[config.mk]
export PLATFORM = sky130hd
export DESIGN_NAME = fetch_redirect_ctrl
export DESIGN_NICKNAME = d
export VERILOG_FILES = /design/src/rtl/fetch_ctrl_pkg.sv /design/src/rtl/redirect_prio_enc.sv /design/src/rtl/fetch_redirect_ctrl.sv
export SDC_FILE = /design/constraint.sdc
export NUM_CORES = 1
export LEC_CHECK = 0
export CAP_MARGIN = 25
export CORE_MARGIN = 5
export CORE_UTILIZATION = 37
export CTS_BUF_LIST = sky130_fd_sc_hd__clkbuf_4 sky130_fd_sc_hd__clkbuf_8
export CTS_CLUSTER_SIZE = 30
export DETAILED_ROUTE_END_ITERATION = 10
export PLACE_DENSITY = 0.79
export SLEW_MARGIN = 25
export SYNTH_ARGS = -nofsm -noshare
export SYNTH_HDL_FRONTEND = slang
export SYNTH_SLANG_ARGS = --single-unit
[constraint.sdc]
create_clock -name clk -period 4.3 [get_ports clk]
set_input_delay 0.86 -clock clk [delete_from_list [all_inputs] [get_ports clk]]
set_output_delay 0.86 -clock clk [all_outputs]
set_load 0.03 [all_outputs]
[src/rtl/fetch_ctrl_pkg.sv]
// Shared types and helpers for the fetch-stage next-PC sequencer.
// Redirect sources are encoded so that a larger value means a higher priority.
package fetch_ctrl_pkg;

  typedef enum logic [1:0] {
    RUN  = 2'd0,
    HOLD = 2'd1,
    TRAP = 2'd2,
    WFI  = 2'd3
  } fc_state_t;

  typedef enum logic [2:0] {
    SRC_SEQ     = 3'd0,
    SRC_WFI     = 3'd1,
    SRC_PRED    = 3'd2,
    SRC_RET     = 3'd3,
    SRC_MISPRED = 3'd4,
    SRC_MRET    = 3'd5,
    SRC_TRAP    = 3'd6
  } redir_src_t;

  localparam logic [31:0] PC_STEP = 32'd4;

  function automatic logic [31:0] align_pc(input logic [31:0] pc);
    return {pc[31:2], 2'b00};
  endfunction

  // Redirects resolved in EX or later must also kill the instruction in ID.
  function automatic logic kills_id(input redir_src_t src);
    return (src == SRC_TRAP) || (src == SRC_MRET) || (src == SRC_MISPRED);
  endfunction

  function automatic logic kills_if(input redir_src_t src);
    return src >= SRC_PRED;
  endfunction

endpackage

[src/rtl/redirect_prio_enc.sv]
// Fixed-priority selector of the winning redirect source and its aligned target.
module redirect_prio_enc
  import fetch_ctrl_pkg::*;
(
  input  logic        trap_req,
  input  logic [31:0] trap_vec,
  input  logic        mret,
  input  logic [31:0] mepc,
  input  logic        mispred,
  input  logic [31:0] mispred_tgt,
  input  logic        ret,
  input  logic [31:0] ra,
  input  logic        pred,
  input  logic [31:0] pred_tgt,
  input  logic        wfi,
  input  logic [31:0] cur_pc,
  output redir_src_t  src,
  output logic [31:0] tgt
);

  logic [31:0] seq_pc;

  assign seq_pc = cur_pc + PC_STEP;

  always_comb begin
    src = SRC_SEQ;
    tgt = align_pc(seq_pc);
    if (trap_req) begin
      src = SRC_TRAP;
      tgt = align_pc(trap_vec);
    end else if (mret) begin
      src = SRC_MRET;
      tgt = align_pc(mepc);
    end else if (mispred) begin
      src = SRC_MISPRED;
      tgt = align_pc(mispred_tgt);
    end else if (ret) begin
      src = SRC_RET;
      tgt = align_pc(ra);
    end else if (pred) begin
      src = SRC_PRED;
      tgt = align_pc(pred_tgt);
    end else if (wfi) begin
      src = SRC_WFI;
      tgt = align_pc(cur_pc);
    end
  end

endmodule

[src/rtl/fetch_redirect_ctrl.sv]
// Next-PC sequencer: arbitrates redirects, holds them across stalls,
// sequences trap entry latency and WFI sleep.
module fetch_redirect_ctrl
  import fetch_ctrl_pkg::*;
#(
  parameter int unsigned TRAP_LAT = 2
) (
  input  logic        clk,
  input  logic        rst,
  input  logic        stall_i,
  input  logic [31:0] cur_pc_i,
  input  logic        trap_req_i,
  input  logic [31:0] trap_vec_i,
  input  logic        mret_i,
  input  logic [31:0] mepc_i,
  input  logic        mispred_i,
  input  logic [31:0] mispred_tgt_i,
  input  logic        ret_i,
  input  logic [31:0] ra_i,
  input  logic        pred_i,
  input  logic [31:0] pred_tgt_i,
  input  logic        wfi_i,
  input  logic        intr_pend_i,
  output logic        pc_we_o,
  output logic [31:0] pc_next_o,
  output logic        flush_if_o,
  output logic        flush_id_o,
  output logic        trap_ack_o,
  output logic        sleeping_o
);

  localparam logic [3:0] TRAP_LOAD = 4'(TRAP_LAT - 1);

  fc_state_t   state, state_n;
  logic [3:0]  cnt, cnt_n;
  redir_src_t  pend_src, pend_src_n;
  logic [31:0] pend_tgt, pend_tgt_n;

  redir_src_t  win_src;
  logic [31:0] win_tgt;
  redir_src_t  sel_src;
  logic [31:0] sel_tgt;

  logic        we, fl_if, fl_id, ack;
  logic [31:0] nxt;

  redirect_prio_enc u_prio (
    .trap_req    (trap_req_i),
    .trap_vec    (trap_vec_i),
    .mret        (mret_i),
    .mepc        (mepc_i),
    .mispred     (mispred_i),
    .mispred_tgt (mispred_tgt_i),
    .ret         (ret_i),
    .ra          (ra_i),
    .pred        (pred_i),
    .pred_tgt    (pred_tgt_i),
    .wfi         (wfi_i),
    .cur_pc      (cur_pc_i),
    .src         (win_src),
    .tgt         (win_tgt)
  );

  // A pending redirect is only ever PRED or above, so ">=" also filters out SEQ/WFI.
  assign sel_src = (win_src >= pend_src) ? win_src : pend_src;
  assign sel_tgt = (win_src >= pend_src) ? win_tgt : pend_tgt;

  always_comb begin
    state_n    = state;
    cnt_n      = cnt;
    pend_src_n = pend_src;
    pend_tgt_n = pend_tgt;
    we         = 1'b0;
    nxt        = 32'd0;
    fl_if      = 1'b0;
    fl_id      = 1'b0;
    ack        = 1'b0;

    case (state)
      RUN: begin
        if (win_src == SRC_TRAP) begin
          fl_if   = 1'b1;
          fl_id   = 1'b1;
          cnt_n   = TRAP_LOAD;
          state_n = TRAP;
        end else if (win_src == SRC_WFI) begin
          state_n = WFI;
        end else if (stall_i) begin
          if (win_src != SRC_SEQ) begin
            pend_src_n = win_src;
            pend_tgt_n = win_tgt;
            state_n    = HOLD;
          end
        end else begin
          we    = 1'b1;
          nxt   = win_tgt;
          fl_if = kills_if(win_src);
          fl_id = kills_id(win_src);
        end
      end

      HOLD: begin
        if (win_src == SRC_TRAP) begin
          fl_if      = 1'b1;
          fl_id      = 1'b1;
          cnt_n      = TRAP_LOAD;
          pend_src_n = SRC_SEQ;
          pend_tgt_n = 32'd0;
          state_n    = TRAP;
        end else if (stall_i) begin
          pend_src_n = sel_src;
          pend_tgt_n = sel_tgt;
        end else begin
          we         = 1'b1;
          nxt        = sel_tgt;
          fl_if      = kills_if(sel_src);
          fl_id      = kills_id(sel_src);
          pend_src_n = SRC_SEQ;
          pend_tgt_n = 32'd0;
          state_n    = RUN;
        end
      end

      // The vector goes out in the cycle the counter runs out, so TRAP_LAT counts the entry cycle.
      TRAP: begin
        cnt_n = (cnt == 4'd0) ? 4'd0 : cnt - 4'd1;
        if ((cnt <= 4'd1) && !stall_i) begin
          we      = 1'b1;
          nxt     = align_pc(trap_vec_i);
          ack     = 1'b1;
          cnt_n   = 4'd0;
          state_n = RUN;
        end
      end

      WFI: begin
        if (trap_req_i) begin
          fl_if   = 1'b1;
          fl_id   = 1'b1;
          cnt_n   = TRAP_LOAD;
          state_n = TRAP;
        end else if (intr_pend_i) begin
          state_n = RUN;
        end
      end

      default: state_n = RUN;
    endcase
  end

  always_ff @(posedge clk or posedge rst) begin
    if (rst) begin
      state    <= RUN;
      cnt      <= 4'd0;
      pend_src <= SRC_SEQ;
      pend_tgt <= 32'd0;
    end else begin
      state    <= state_n;
      cnt      <= cnt_n;
      pend_src <= pend_src_n;
      pend_tgt <= pend_tgt_n;
    end
  end

  // Outputs are combinational, so they are gated to keep them quiet throughout reset.
  assign pc_we_o    = we & ~rst;
  assign pc_next_o  = rst ? 32'd0 : nxt;
  assign flush_if_o = fl_if & ~rst;
  assign flush_id_o = fl_id & ~rst;
  assign trap_ack_o = ack & ~rst;
  assign sleeping_o = (state == WFI) & ~rst;

endmodule

## Yosys cells after proc, flatten, opt, wreduce, memory -nomap -nowiden

Index checks and enable logic that the tools add are counted.

| operators by class | value |
|---|---|
| $add $sub $neg | 2 |
| magnitude comparators | 4 |
| bitwise gates (word level) | 6 |
| reductions and logical operators | 14 |
| multiplexer cells | 71 |
| eq/ne operators | 21 |

Operators with widths:

| kind | number |
|---|---|
| 2-to-1 mux 32 bit | 20 |
| case mux 32 bit (3 select lines) | 1 |
| case mux 32 bit (2 select lines) | 1 |
| 2-to-1 mux 3 bit | 12 |
| adder 32 x 3 -> 32 bit, second input constant | 1 |
| equality test 3 bit, second input constant | 6 |
| 2-to-1 mux 1 bit | 18 |
| 2-to-1 mux 2 bit | 9 |
| 2-to-1 mux 4 bit | 4 |
| != test 2 bit, second input constant | 6 |
| case mux 4 bit (3 select lines) | 1 |
| AND reduction 5 bit | 2 |
| case mux 1 bit (3 select lines) | 3 |
| != test 4 bit, second input constant | 2 |
| case mux 2 bit (4 select lines) | 1 |
| >= comparator 3 x 2 -> 1 bit, second input constant | 2 |
| != test 3 bit, second input constant | 2 |
| case mux 3 bit (2 select lines) | 1 |
| bitwise AND 1 bit | 5 |
| equality test 2 bit, second input constant | 2 |
| less-or-equal comparator 4 x 1 -> 1 bit, second input constant | 1 |
| zero test 4 bit | 1 |
| logical OR 1 bit | 4 |
| subtractor 4 x 1 -> 4 bit, second input constant | 1 |
| other kinds (12) | 12 |

| storage, ports and cells | value |
|---|---|
| input port bits | 202 |
| word-level logic and storage cells | 122 |
| register bits after elaboration | 41 |
| output and inout bits | 37 |

## Depth between registers and ports, before layout

Gate-level depths: netlist (run 1).

| depth | value |
|---|---|
| depth after elaboration | 15 |
| mapped depth | 14 |
| mapped depth without buffers | 11 |

## By module

Synthesis (run 1) repeated with hierarchy kept, for this count alone.

| second synthesis, totals | value |
|---|---|
| cell total of the unflattened synthesis | 601 |
| area, all modules | 4907.2 um^2 |

By module, submodules not included:

| module | area each (um^2) | times used | cells each | sequential area each (um^2) |
|---|---|---|---|---|
| fetch_redirect_ctrl | 2919.0 | 1 | 275 | 1026.0 |
| redirect_prio_enc | 1988.2 | 1 | 326 | 0.0 |

## Least setup slack after synthesis (run 1)

No wires, ideal clock.

| timing path | value |
|---|---|
| path type | input to output |
| start point | input port mispred_i |
| end point | output port pc_next_o[20] |
| path slack | -0.444 ns |
| buffers on the path | 4 |
| cell stages on the path | 12 |
| required time | 3.440 ns |
| data arrival time | 3.884 ns |
| cell sequence | clkbuf_1 > or2_2 > clkbuf_1 > clkbuf_1 > o21ai_0 > ha_1 > nand2_1 > o21a_1 > buf_2 > a211oi_1 > nand2_1 > o31ai_1 |

| on the way | value |
|---|---|
| word-level cells in the longest chain between the ends | 9 |
| elaborated cells between the ends (all ways) | 17 |
| classes of those cells | 1 x order compare; 2 x eq/ne; 14 x mux |

RTL lines:

| what | line | RTL |
|---|---|---|
| from (decl) | fetch_redirect_ctrl.sv:16 | `input logic mispred_i,` |
| 2-to-1 mux 3 bit | redirect_prio_enc.sv:34 | `end else if (mispred) begin` |
| 2-to-1 mux 3 bit | redirect_prio_enc.sv:31 | `end else if (mret) begin` |
| 2-to-1 mux 3 bit | redirect_prio_enc.sv:28 | `if (trap_req) begin` |
| >= comparator 3 bit | fetch_redirect_ctrl.sv:66 | `assign sel_tgt = (win_src >= pend_src) ? win_tgt : pend_tgt;` |
| 2-to-1 mux 32 bit | fetch_redirect_ctrl.sv:66 |  |
| 2-to-1 mux 32 bit | fetch_redirect_ctrl.sv:110 | `end else if (stall_i) begin` |
| 2-to-1 mux 32 bit | fetch_redirect_ctrl.sv:103 | `if (win_src == SRC_TRAP) begin` |
| case mux 32 bit (3 select lines) (*) | fetch_redirect_ctrl.sv:79 | `case (state)` |
| 2-to-1 mux 32 bit (*) | fetch_redirect_ctrl.sv:167 | `assign pc_next_o = rst ? 32'd0 : nxt;` |
| to (decl) | fetch_redirect_ctrl.sv:25 | `output logic [31:0] pc_next_o,` |

Mark *: on every way between the ends. The rest lies on a longest branch, timed or not.

## Final worst setup path (run 1)

| timing path | value |
|---|---|
| start point | input port pred_i |
| end point | output port pc_next_o[12] |

| on the way | value |
|---|---|
| word-level cells in the longest chain between the ends | 11 |
| elaborated cells between the ends (all ways) | 21 |
| classes of those cells | 1 x order compare; 2 x eq/ne; 18 x mux |

RTL lines:

| what | line | RTL |
|---|---|---|
| from (decl) | fetch_redirect_ctrl.sv:20 | `input logic pred_i,` |
| 2-to-1 mux 3 bit | redirect_prio_enc.sv:40 | `end else if (pred) begin` |
| 2-to-1 mux 3 bit | redirect_prio_enc.sv:37 | `end else if (ret) begin` |
| 2-to-1 mux 3 bit | redirect_prio_enc.sv:34 |  |
| 2-to-1 mux 3 bit | redirect_prio_enc.sv:31 |  |
| 2-to-1 mux 3 bit | redirect_prio_enc.sv:28 |  |
| >= comparator 3 bit | fetch_redirect_ctrl.sv:66 |  |
| 2-to-1 mux 32 bit | fetch_redirect_ctrl.sv:66 |  |
| 2-to-1 mux 32 bit | fetch_redirect_ctrl.sv:110 |  |
| 2-to-1 mux 32 bit | fetch_redirect_ctrl.sv:103 |  |
| case mux 32 bit (3 select lines) (*) | fetch_redirect_ctrl.sv:79 |  |
| 2-to-1 mux 32 bit (*) | fetch_redirect_ctrl.sv:167 |  |

Marked as above.

==> results.toml, run 1 <==
[synth]
synth_edf_count = 0
netlist_instances = 638
yosysUniqueCellTypes = 68
synth-xor-area-share = 0.0270
synth_fp_nets = 844
syn_area_mm2 = 0.00455
synth_top_flop_cell = "dfrtp_1"
yosysSeqAreaShare = 0.226
synthSimpleGateAreaFrac = 0.266
synth_top_family_by_area = "compound AO/OA/AOI/OAI gates"
synthArstFlopShare = 1.00
avgSynthCellArea_um2 = 7.13
yosys_warnings = 0
synthAdderAreaFrac = 0.0110
synth_mux_area_frac = 0.00908
synth_compound_area_frac = 0.404
synth_seq_cells = 41

[timing]
period_share = 0.989
layout_setup_ws_ns = 0.0479
hold_ws_ns = 0.473
clock_skew_ns = 0.00320
rsz0062_at_grt = "no"
period_minus_slack_ns = 4.25
slew_viol_final = 0
setup_viol = 0
fmax_ghz = 0.235
hold_viol = 0
setup_tns_ns = 0
slew_headroom = 0.511
tightest_slew_ns = 0.731

[critical_path]
critPathMaxFanout = 5
cp_common_cell = "buf_12"
r2r_slack_ns = 1.96
slowest_delay_ns = 0.45
path_class = "in -> out"
path_cells = "clkdlybuf4s50_1 > o21ai_2 > a21oi_2 > or2_4 > ha_4 > nor2b_4 > o21a_4 > a211oi_4 > nand2_2 > buf_12 > buf_12 > o22ai_2 > buf_4"
r2r-end = "pend_tgt[22]"
cpMaxStageDelayCell = "clkdlybuf4s50_1"
r2r_start = "pend_src[2]"
worstRegToRegCells = 10
critPathRequiredTime_ns = 3.44
cp-start-kind = "input port"
crit_arrival_ns = 3.39
cp-end-kind = "primary output"

[power_and_ir_drop]
switching_power_mw = 0.814
fin_total_pwr_mw = 2.01
p_comb_frac = 0.554
p_clk_frac = 0.147
leakage_nw = 3.38
p_seq_frac = 0.299
p_int_mw = 1.20
worst_ir_drop_vdd_v = 0.000125
power.density_mw_per_mm2 = 242
swShare = 0.405

[global_route]
grt_pass1_wl_mm = 36.4
globalRouteTotalUtil = 0.315
grt_max_degree = 31
overflow = 0
grt_pass1_vias = 6635
antenna_found_initial = 1

[final_layout]
finalNetCount = 1145
fin_area_mm2 = 0.00831
n_antenna_cell = 0
synthToLayoutAreaGrowth_pct = 82.8
multiInputGateArea_mm2 = 0.00366
layout-drive-gt1-share = 0.253
final_cell_mix = "clkdlybuf4s50_1, buf_4, nand2_1, nor2_1, o21ai_0"
seq_area_mm2 = 0.00103
layout_commonest_cell = "clkdlybuf4s50_1"
n_fill_cell = 984

[clocking]
insertion_delay_ns = 0.31
clkSlewWorstSetupHoldPaths_ns = 0.09
h-tree-depth = 2
cts_made_buffers = 5
cts_tree = "yes"
clock_path_buffers = 2
clock_sinks = 41
cts-root-buf = "clkbuf_8"

[detailed_routing]
antenna_left = 0
postRouteWirelength_mm = 23.9
drtIter0Drc = 702
avgRoutedWirePerCell_um = 22.0
via_per_inst = 6.17
route.detailed.drc = 0
vias = 6705
firstDrtPassIters = 5

[hold_path]
hp-class = "reg -> reg"
holdPathStages = 2
holdPathEnd = "pend_tgt[23]"
min_from = "pend_tgt[23]"

[place]
placement.cell_area_mm2 = 0.00783
port_buffers = 226
gp_congestion = 0.958
pre_cts_slack_ns = -0.226
place.detailed.hpwl_mm = 19.3

[floorplan]
die_h_um = 121
num_rows = 40
die_w_um = 121
initial_core_util = 0.379
coreArea_mm2 = 0.0120
fp.dieArea_mm2 = 0.0146
io_pins = 239

[run]
max_cap_viol_count = 0

[status]
status = "completed"
==> per-layer routing <==
layer	vias to the layer above	share of wire	track usage
met4	2	0.027	0.0871
met1	3168	0.40	0.415
met5	-	0.00054	0
li1	3077	-	-
met2	408	0.48	0.527
met3	50	0.099	0.0587
==> through the flow <==
| step | util | instances |
|---|---|---|
| 2_1_floorplan | - | 638 |
| 3_3_place_gp | 0.652 | 1072 |
| 3_5_place_dp | 0.652 | 1072 |
| 4_1_cts | 0.670 | 1082 |
| 5_1_grt | 0.692 | 1087 |
| 6_report | 0.692 | 1087 |
==> power by group through the flow <==
| stage | registers, mW | clock network [mW] | logic, mW |
|---|---|---|---|
| floorplan | 0.566 | 0 | 0.511 |
| global route | 0.616 | 0.308 | 1.19 |
| global placement | 0.594 | 0 | 0.992 |
| finish | 0.601 | 0.296 | 1.11 |
| detailed placement | 0.600 | 0 | 1.02 |
| CTS | 0.596 | 0.296 | 1.04 |
==> state kept, by name (all words and copies together) (netlist names) <==
name      count
state         2
pend_src      3
cnt           4
pend_tgt     32
==> worst max-delay path, delay by kind of cell <==
family                   cells  cell delay, ns
AND/OR/NAND/NOR              3            0.44
adder cells (fa/ha/maj)      1            0.28
AO/OA/AOI/OAI                5            0.87
buffers and inverters        4            0.93
==> cells in the mapped netlist, drive strengths merged, types with 11 or more instances <==
library cell	instances	area, um2
a22o	12	105
a22oi	25	188
dfrtp	41	1030
a221oi	11	96.3
a21oi	38	190
nand2	80	300
o22ai	24	150
clkbuf	43	161
nor2	57	214
nand3	11	55.1
nor3	13	65.1
o21ai	68	340
inv	15	56.3
==> kinds of logic after synthesis <==
group,Yosys count
AO/OA/AOI/OAI,269
AND/OR/NAND/NOR,240
buffers and inverters,66
flip-flops,41
XOR/XNOR,14
multiplexers,4
adder cells (fa/ha/maj),4
==> how the worst max path moves through the flow <==
stage	depth (start not counted)	start	endpoint	slack, ns
final	13	pred_i	pc_next_o[12]	0.05
after global routing	13	pred_i	pc_next_o[5]	0.006
after CTS	9	cur_pc_i[2]	pc_next_o[25]	0.008
after detailed placement	10	ret_i	pc_next_o[9]	-0.23
after global placement	13	wfi_i	pc_next_o[27]	-0.22
after floorplan	12	mispred_i	pc_next_o[27]	0.02
==> final cells by class <==
| class | count | share of cell area |
|---|---|---|
| Multi-Input combinational cell | 531 | 0.440 |
| Tap cell | 147 | 0.0221 |
| Clock buffer | 7 | 0.0116 |
| Timing Repair Buffer | 343 | 0.394 |
| Sequential cell | 41 | 0.123 |
| Inverter | 17 | 0.00783 |
| Clock inverter | 1 | 0.000602 |
==> repair_timing <==
item / 4_1_cts / 5_1_grt
setup endpoints to repair: 31 / 31
pin swaps: 10 / 13
gates cloned: 0 / 1
buffers inserted: 2 / 4
hold buffers: 0 / 0
resized for setup: 30 / 49
(Power assumes the default switching activity.)
==> run 2, diff against run 1 <==
--- a/config.mk
+++ b/config.mk
@@ -6,9 +6,8 @@
 export NUM_CORES = 1
 export LEC_CHECK = 0
 export CAP_MARGIN = 25
-export CORE_MARGIN = 5
 export CORE_UTILIZATION = 37
-export CTS_BUF_LIST = sky130_fd_sc_hd__clkbuf_4 sky130_fd_sc_hd__clkbuf_8
+export CTS_BUF_LIST = sky130_fd_sc_hd__clkbuf_2
 export CTS_CLUSTER_SIZE = 30
 export DETAILED_ROUTE_END_ITERATION = 10
 export PLACE_DENSITY = 0.79
@@ -16,3 +15,4 @@
 export SYNTH_ARGS = -nofsm -noshare
 export SYNTH_HDL_FRONTEND = slang
 export SYNTH_SLANG_ARGS = --single-unit
+export TNS_END_PERCENT = 10
==> run 2 against run 1 <==
- die area decreased by 13%
- highest routed layer is now met4
- worst setup slack improved by 0.029 ns
- sequential power about the same
- largest power group unchanged
==> results.toml, run 2 (synthesis results as in run 1) <==
[detailed_routing]
postRouteWirelength_mm = 23.1
route.detailed.drc = 0
drtIter0Drc = 825
via_per_inst = 6.22
antenna_left = 0
firstDrtPassIters = 6
vias = 6792
avgRoutedWirePerCell_um = 21.1

[global_route]
antenna_found_initial = 0
grt_max_degree = 31
overflow = 0
grt_pass1_vias = 6583
globalRouteTotalUtil = 0.354
grt_pass1_wl_mm = 34.9

[run]
max_cap_viol_count = 0

[clocking]
cts_made_buffers = 5
cts-root-buf = "clkbuf_2"
cts_hold_buf = 0
insertion_delay_ns = 0.43
clock_path_buffers = 2
clkSlewWorstSetupHoldPaths_ns = 0.21
clock_sinks = 41
cts_tree = "yes"
h-tree-depth = 2

[place]
gp_congestion = 0.969
placement.cell_area_mm2 = 0.00783
place.detailed.hpwl_mm = 18.6
port_buffers = 226

[timing]
slew_headroom = 0.505
rsz0062_at_grt = "yes"
period_minus_slack_ns = 4.22
setup_viol = 0
fmax_ghz = 0.237
slew_viol_final = 0
tightest_slew_ns = 0.739
hold_viol = 0
period_share = 0.982
clock_skew_ns = 0.0285

[final_layout]
synthToLayoutAreaGrowth_pct = 75.8
n_antenna_cell = 0
seq_area_mm2 = 0.00103
layout_commonest_cell = "clkdlybuf4s50_1"
top_register = "pend_tgt"
multiInputGateArea_mm2 = 0.00346
final_cell_mix = "clkdlybuf4s50_1, buf_4, nand2_1, nor2_1, o21ai_0"
finalNetCount = 1150
n_fill_cell = 1044
layout-drive-gt1-share = 0.225
largest_register_ffs = 32
largestRegisters = "pend_tgt: 32 flops, cnt: 4 flops, pend_src: 3 flops"
utilization = 0.666
fin_area_mm2 = 0.00800

[critical_path]
cp-start-kind = "input port"
critPathRequiredTime_ns = 3.44
crit_arrival_ns = 3.36
path_class = "in -> out"
cp-end-kind = "primary output"
critPathMaxFanout = 8

[floorplan]
die_w_um = 113
coreArea_mm2 = 0.0120
num_rows = 40
fp.dieArea_mm2 = 0.0127
initial_core_util = 0.379
io_pins = 239
die_h_um = 113

[status]
status = "completed"

[power_and_ir_drop]
worst_ir_drop_vdd_v = 0.000100
power.density_mw_per_mm2 = 231
leakage_nw = 3.30

[hold_path]
hp-class = "reg -> reg"
[run 2: changes by cell type in the layout (fill, tap and decap cells not counted), sizes merged]
cell | previous run | this run
clkbuf | 8 | 5
buf | 152 | 157
clkdlybuf4s50 | 179 | 178
dlygate4sd2 | 1 | 4
clkinv | 3 | 5
dlymetal6s2s | 10 | 9
[run 2: final timing paths]
| path | from | endpoint | depth (start not counted) | slack (ns) |
|---|---|---|---|---|
| max in group asynchronous | rst | pend_tgt[28] | 3 | 2.99 |
| setup / recovery | wfi_i | pc_next_o[29] | 10 | 0.08 |
| setup reg to reg | pend_src[1] | pend_tgt[4] | 10 | 1.84 |
| hold reg to reg | pend_tgt[11] | pend_tgt[11] | 2 | 0.51 |
| min in group asynchronous | rst | pend_src[1] | 3 | 1.01 |
| hold / removal | pend_tgt[11] | pend_tgt[11] | 2 | 0.51 |
[run 2: area by class of cell]
cell class / instances / share of cell area
timing repair buffer: 348 / 0.404
sequential: 41 / 0.128
multi-input combinational: 531 / 0.433
clock buffer: 5 / 0.00313
inverter: 17 / 0.00798
tap: 147 / 0.0230
clock inverter: 3 / 0.00156
[run 2: per-stage QoR]
| stage | hold WS (ns) | setup WS [ns] | total power, mW | setup TNS, ns | std cells |
|---|---|---|---|---|---|
| after floorplan | 0.433 | -0.133 | 1.07 | -1.80 | 638 |
| after global placement | 0.448 | -0.224 | 1.61 | -4.25 | 1083 |
| after detailed placement | 0.465 | -0.279 | 1.64 | -4.75 | 1083 |
| after CTS | 0.508 | -0.0269 | 1.82 | -0.0766 | 1092 |
| after global routing | 0.531 | -0.0441 | 1.95 | -0.0597 | 1092 |
| final | 0.507 | 0.0764 | 1.85 | 0 | 1092 |
[run 2: layer usage]
metal | routed length, um | GRT usage | vias to the layer above
met4 | 880 | 0.154 | 0
met1 | 9220 | 0.460 | 3202
li1 | - | - | 3074
met2 | 10700 | 0.579 | 448
met3 | 2260 | 0.0616 | 68
met5 | 0 | 0 | -
[run 2: report_power, final]
part	switching [mW]	internal, mW	total (mW)
sequential	0.0935	0.505	0.598
combinational	0.540	0.535	1.07
clock	0.137	0.0356	0.173
total	0.771	1.08	1.85
[run 2: worst max-delay path: stages]
cell	delay [ns]
dlygate4sd2_1	0.27
buf_4	0.15
nand4b_1	0.22
or4_4	0.56
buf_4	0.19
or4_1	0.52
a21oi_2	0.16
o21ai_1	0.12
o21ai_2	0.14
buf_4	0.17
[run 2: repair_timing]
item | 4_1_cts | 5_1_grt
pin swaps | 6 | 6
endpoints found under the setup margin | 32 | 30
buffers inserted | 1 | 0
resized for setup | 20 | 24
==> run 3, diff against run 2 <==
--- a/config.mk
+++ b/config.mk
@@ -11,7 +11,7 @@
 export CTS_CLUSTER_SIZE = 30
 export DETAILED_ROUTE_END_ITERATION = 10
 export PLACE_DENSITY = 0.79
-export SLEW_MARGIN = 25
+export SLEW_MARGIN = 20
 export SYNTH_ARGS = -nofsm -noshare
 export SYNTH_HDL_FRONTEND = slang
 export SYNTH_SLANG_ARGS = --single-unit
==> results of run 3 <==
Final layout, timing and power as in run 2 (identical DEF).
